`config.mk`:
```
export PLATFORM = sky130hd
export DESIGN_NAME = ramp_pattern_gen
export DESIGN_NICKNAME = d
export VERILOG_FILES = /design/src/rtl/sdram_chk_pkg.sv /design/src/rtl/ramp_pattern_gen.sv
export SDC_FILE = /design/constraint.sdc
export NUM_CORES = 1
export LEC_CHECK = 0
export ABC_AREA = 1
export BUFFER_PORTS_ARGS = -buffer_cell sky130_fd_sc_hd__buf_2
export CAP_MARGIN = 25
export CORE_AREA = 4 4 41 43
export DETAILED_ROUTE_END_ITERATION = 6
export DIE_AREA = 0 0 45 47
export GPL_TIMING_DRIVEN = 0
export PLACE_DENSITY_LB_ADDON = 0.05
export SLEW_MARGIN = 20
export SYNTH_ARGS = -nofsm -noshare
export SYNTH_HDL_FRONTEND = slang
export SYNTH_SLANG_ARGS = --single-unit
```
`constraint.sdc`:
```
create_clock -name clk_27m -period 1.67 [get_ports clk_27m]
set_clock_uncertainty 0.15 [all_clocks]
set_input_delay 0.167 -clock clk_27m [delete_from_list [all_inputs] [get_ports clk_27m]]
set_output_delay 0.167 -clock clk_27m [all_outputs]
set_load 0.02 [all_outputs]
```
`src/rtl/sdram_chk_pkg.sv`:
```
// sdram_chk_pkg: state encoding and default widths shared by the SDRAM ramp writer and readback checker.
package sdram_chk_pkg;

    localparam int DEF_DATA_W = 16;
    localparam int DEF_CNT_W  = 8;

    typedef enum logic [2:0] {
        ST_IDLE,
        ST_LOAD,
        ST_READ,
        ST_DRAIN,
        ST_DONE
    } state_t;

endpackage

```
`src/rtl/ramp_pattern_gen.sv`:
```
// ramp_pattern_gen: zero-extended (BASE + n) mod 2^CNT_W ramp, restarted by clear and stepped by advance.
module ramp_pattern_gen
    import sdram_chk_pkg::*;
#(
    parameter int DATA_W = DEF_DATA_W,
    parameter int CNT_W  = DEF_CNT_W,
    parameter int BASE   = 0
) (
    input  logic              clk_27m,
    input  logic              rst_n,
    input  logic              clear,
    input  logic              advance,
    output logic [DATA_W-1:0] exp
);

    logic [CNT_W-1:0] cnt;

    always_ff @(posedge clk_27m or negedge rst_n) begin
        if (!rst_n)
            cnt <= CNT_W'(BASE);
        else if (clear)
            cnt <= CNT_W'(BASE);
        else if (advance)
            cnt <= cnt + 1'b1;
    end

    assign exp = DATA_W'(cnt);

endmodule

```
After elaboration in Yosys (flattened, before gate mapping) --
Index checks and enable logic that the tools add are counted.
Cells by class: add/sub/neg operators 1, multiplexer cells 2, reduce and logical (&&, ||, !) cells 1
Operator list (number):
- $mux 8 | 2
- $add 8x1->8 const B | 1
- $reduce_bool 2->1 | 1
Word-level totals: register bits 8, input port bits 4, output and inout bits 16, word-level logic and storage cells 5

Depth between registers and ports, before layout --
depth in word-level cells 3, gate-level depth with buffers 7, depth with buffers taken out 6

Worst setup path before layout --
Ideal clock, no wire load.
path type register to register, start register cnt[1], end register cnt[6], library setup time 0.117 ns, arrival time 1.115 ns, required time 1.403 ns, slack 0.288 ns, cell stages (with the launch flop) 7, buffers on the path 0, clock period less this slack 1.382 ns, path through dfrtp_1 ha_1 inv_1 nor2_2 nand4_1 nand2_1 nor2_1
Between the ends: cells in the longest elaborated chain, start to end 3
RTL lines:
- start: declaration | line ramp_pattern_gen.sv:16 | logic [CNT_W-1:0] cnt;
- start signal: assignment | line ramp_pattern_gen.sv:20 | cnt <= CNT_W'(BASE);
- start signal: assignment | line ramp_pattern_gen.sv:22 | cnt <= CNT_W'(BASE);
- start signal: assignment | line ramp_pattern_gen.sv:24 | cnt <= cnt + 1'b1;
- $add 8x1->8 | line ramp_pattern_gen.sv:24
- $mux 8 | line ramp_pattern_gen.sv:23 | else if (advance)
- $mux 8 | line ramp_pattern_gen.sv:21 | else if (clear)
Every way passes these cells. The select of a mux whose other input is x is not followed. A chain may end at the register's enable or synchronous reset.

Worst setup path in the final report --
Same ends and word-level chain as after synthesis.

==> results.sh <==
export IMPL_fp_dieArea_sq_um=2120
export IMPL_synth_xor_area_share_pct=0
export IMPL_mostFrequentLayoutCell="buf_2"
export IMPL_fin_setup_tns_ns=0
export IMPL_setup_viol=0
export IMPL_max_freq_ghz=0.751
export IMPL_fillers=139
export IMPL_viasPerCell=4.39
export IMPL_pwr_density_cell_nw_per_um2=638
export IMPL_synthesis_area_sq_um=537
export IMPL_synth_area_leader_cell="dfrtp_1"
export IMPL_min_path_type="input port to register"
export IMPL_multi_input_area_sq_um=254
export IMPL_wl_per_cell_microns=9.62
export IMPL_p_seq_share_pct=47.5
export IMPL_clock_path_buffers=2
export IMPL_drv_cap=0
export IMPL_clk_latency_ns=0.25
export IMPL_synth_top_area_share_pct=37.3
export IMPL_num_io_pins=20
export IMPL_grt_pass1_vias=384
export IMPL_synth_compound_area_share_pct=6.53
export IMPL_cp_max_fo=5
export IMPL_min_period_ns=1.33
export IMPL_die_w_microns=45
export IMPL_synth_distinct_cells=18
export IMPL_start_util_pct=41.3
export IMPL_swShare_pct=28.0
export IMPL_clkPwrFrac_pct=35.4
export IMPL_antenna_found_initial=0
export IMPL_firstDrtPassIters=4
export IMPL_drt_initial_drc_count=15
export IMPL_p_int_mw=0.307
export IMPL_root_buffer="clkbuf_4"
export IMPL_syn_area_per_cell_sq_um=7.78
export IMPL_critPathKind="register to register"
export IMPL_ys_seq_area_share_pct=37.3
export IMPL_cp_end_kind="register"
export IMPL_htreeDepth=1
export IMPL_dp_cells=102
export IMPL_yosys_top_cells_area="dfrtp_1, buf_4, nand2_1, nand3_2, inv_1"
export IMPL_fin_cells=106
export IMPL_detail_route_wirelength_mm=1.02
export IMPL_io_buffers=11
export IMPL_cts_setup_buffers=0
export IMPL_die_h_microns=47
export IMPL_fin_crit_sh_pct=79.7
export IMPL_drive_above_1_share_pct=35.2
export IMPL_insertedDiodeCount=0
export IMPL_cts_sinks=8
export IMPL_syn_to_final_growth_pct=24.7
export IMPL_ant_nets=0
export IMPL_syn_inst=69
export IMPL_pre_cts_slack_ns=0.345
export IMPL_grt_max_degree=10
export IMPL_place_gp_congestion=0.737
export IMPL_cp_required_ns=1.67
export IMPL_reg_top3="cnt x8"
export IMPL_use_met1_pct=14.4
export IMPL_synth_top_family_by_area="simple AND/OR/NAND/NOR gates"
export IMPL_regMostFlops="cnt"
export IMPL_cts_buffers=3
export IMPL_power_total_mw=0.427
export IMPL_cts_tree="built"
export IMPL_ys_ff_latch=8
export IMPL_regArea_sq_um=200
export IMPL_synthAdderAreaFrac_pct=2.33
export IMPL_core_sq_um=1300
export IMPL_crit_path_start_kind="register"
export IMPL_grt_use_total_pct=11.5
export IMPL_drc=0
export IMPL_layout_common_cells="buf_2, buf_4, nand2_1"
export IMPL_max_vdd_ir_drop_mv=0.443
export IMPL_report_final_slew_viol_count=0
export IMPL_grt_util_met2_pct=16.7
export IMPL_leakage_nw=0.354
export IMPL_via_count=465
export IMPL_critical_path_arrival_ns=1.33
export IMPL_largest_reg_flops=8
export IMPL_outcome="finished, final reports clean"
export IMPL_grt_pass1_wl_mm=1.68
export IMPL_final_util_pct=51.4
export IMPL_grtUsageMet3_pct=3.45
export IMPL_dp_hpwl_microns=804
export IMPL_synthMuxAreaShare_pct=0
export IMPL_clkTransAtPathRegs_ns=0.06
export IMPL_power_frac_comb_pct=17.1
export IMPL_switching_power_mw=0.120
export IMPL_layout_setup_ws_ns=0.338
export IMPL_grt_overflow=0
export IMPL_rows=13
export IMPL_busiest_layer="met2"
export IMPL_nNetsFinal=98
export IMPL_synthSimpleGateAreaFrac_pct=32.9
export IMPL_yosysWarnings=0
export IMPL_hold_viol_final=0
export IMPL_rsz0062_at_grt="false"
## synth_stat cells (all sizes together)
master	instances
a21oi	3
buf	10
conb	1
dfrtp	8
ha	1
inv	9
nand2	10
nand3	7
nand3b	1
nand4	4
nor2	11
o21ai	4
## cells by family (layout without fill, tap and decap cells)
kind of cell    count (synthesis)  in the layout
simple gates                   33             33
other cells                     1              8
compound gates                  7              7
fa+ha+maj                       1              1
flops                           8              8
buf+inv                        19             34
## worst max-delay path: stages (launching register included)
cell and delay, ns:
dfrtp_1 0.41, ha_1 0.25, inv_1 0.07, nor2_2 0.14
nand4_1 0.09, nand2_1 0.07, nor2_1 0.05
## through the flow
step                hold WS, ns  area (sq um)
floorplan                -0.279           563
global placement         -0.124           637
detailed placement       -0.124           637
CTS                      0.0443           669
global route             0.0665           669
finish                   0.0528           669
## worst paths after layout
path                                    start                 end  slack, ns  cells after the start
setup / recovery           cnt[1]$_DFFE_PN0P_  cnt[6]$_DFFE_PN0P_       0.34                      6
hold / removal                        advance  cnt[1]$_DFFE_PN0P_       0.05                      3
setup reg to reg           cnt[1]$_DFFE_PN0P_  cnt[6]$_DFFE_PN0P_       0.34                      6
hold reg to reg            cnt[7]$_DFFE_PN0P_  cnt[7]$_DFFE_PN0P_       0.41                      2
max in group asynchronous               rst_n  cnt[0]$_DFFE_PN0P_       1.06                      2
min in group asynchronous               rst_n  cnt[7]$_DFFE_PN0P_       0.14                      2
## cell type report
type	count	area share, %
sequential	8	29.9
timing repair buffer	12	9.72
clock buffer	3	3.36
buffer	10	11.2
multi-input combinational	49	37.9
tap	15	2.80
inverter	9	5.05
## power by group through the flow
stage	sequential, mW	combinational, mW	clock [mW]
after floorplan	0.212	0.0485	0
after global placement	0.207	0.0713	0
after detailed placement	0.207	0.0713	0
after CTS	0.203	0.0731	0.162
after global routing	0.204	0.0814	0.168
final	0.203	0.0729	0.151
## per-layer routing
metal	routed length, microns	vias up
li1	-	248
met1	464	199
met2	455	14
met3	83	4
met4	17	0
met5	0	-
## timing repair
action / in CTS / in global routing
endpoints found under the hold margin: 8 / 0
resized for setup: 0 / 0
hold buffers: 1 / 0
Note: power is estimated with default switching activity, not from simulation.
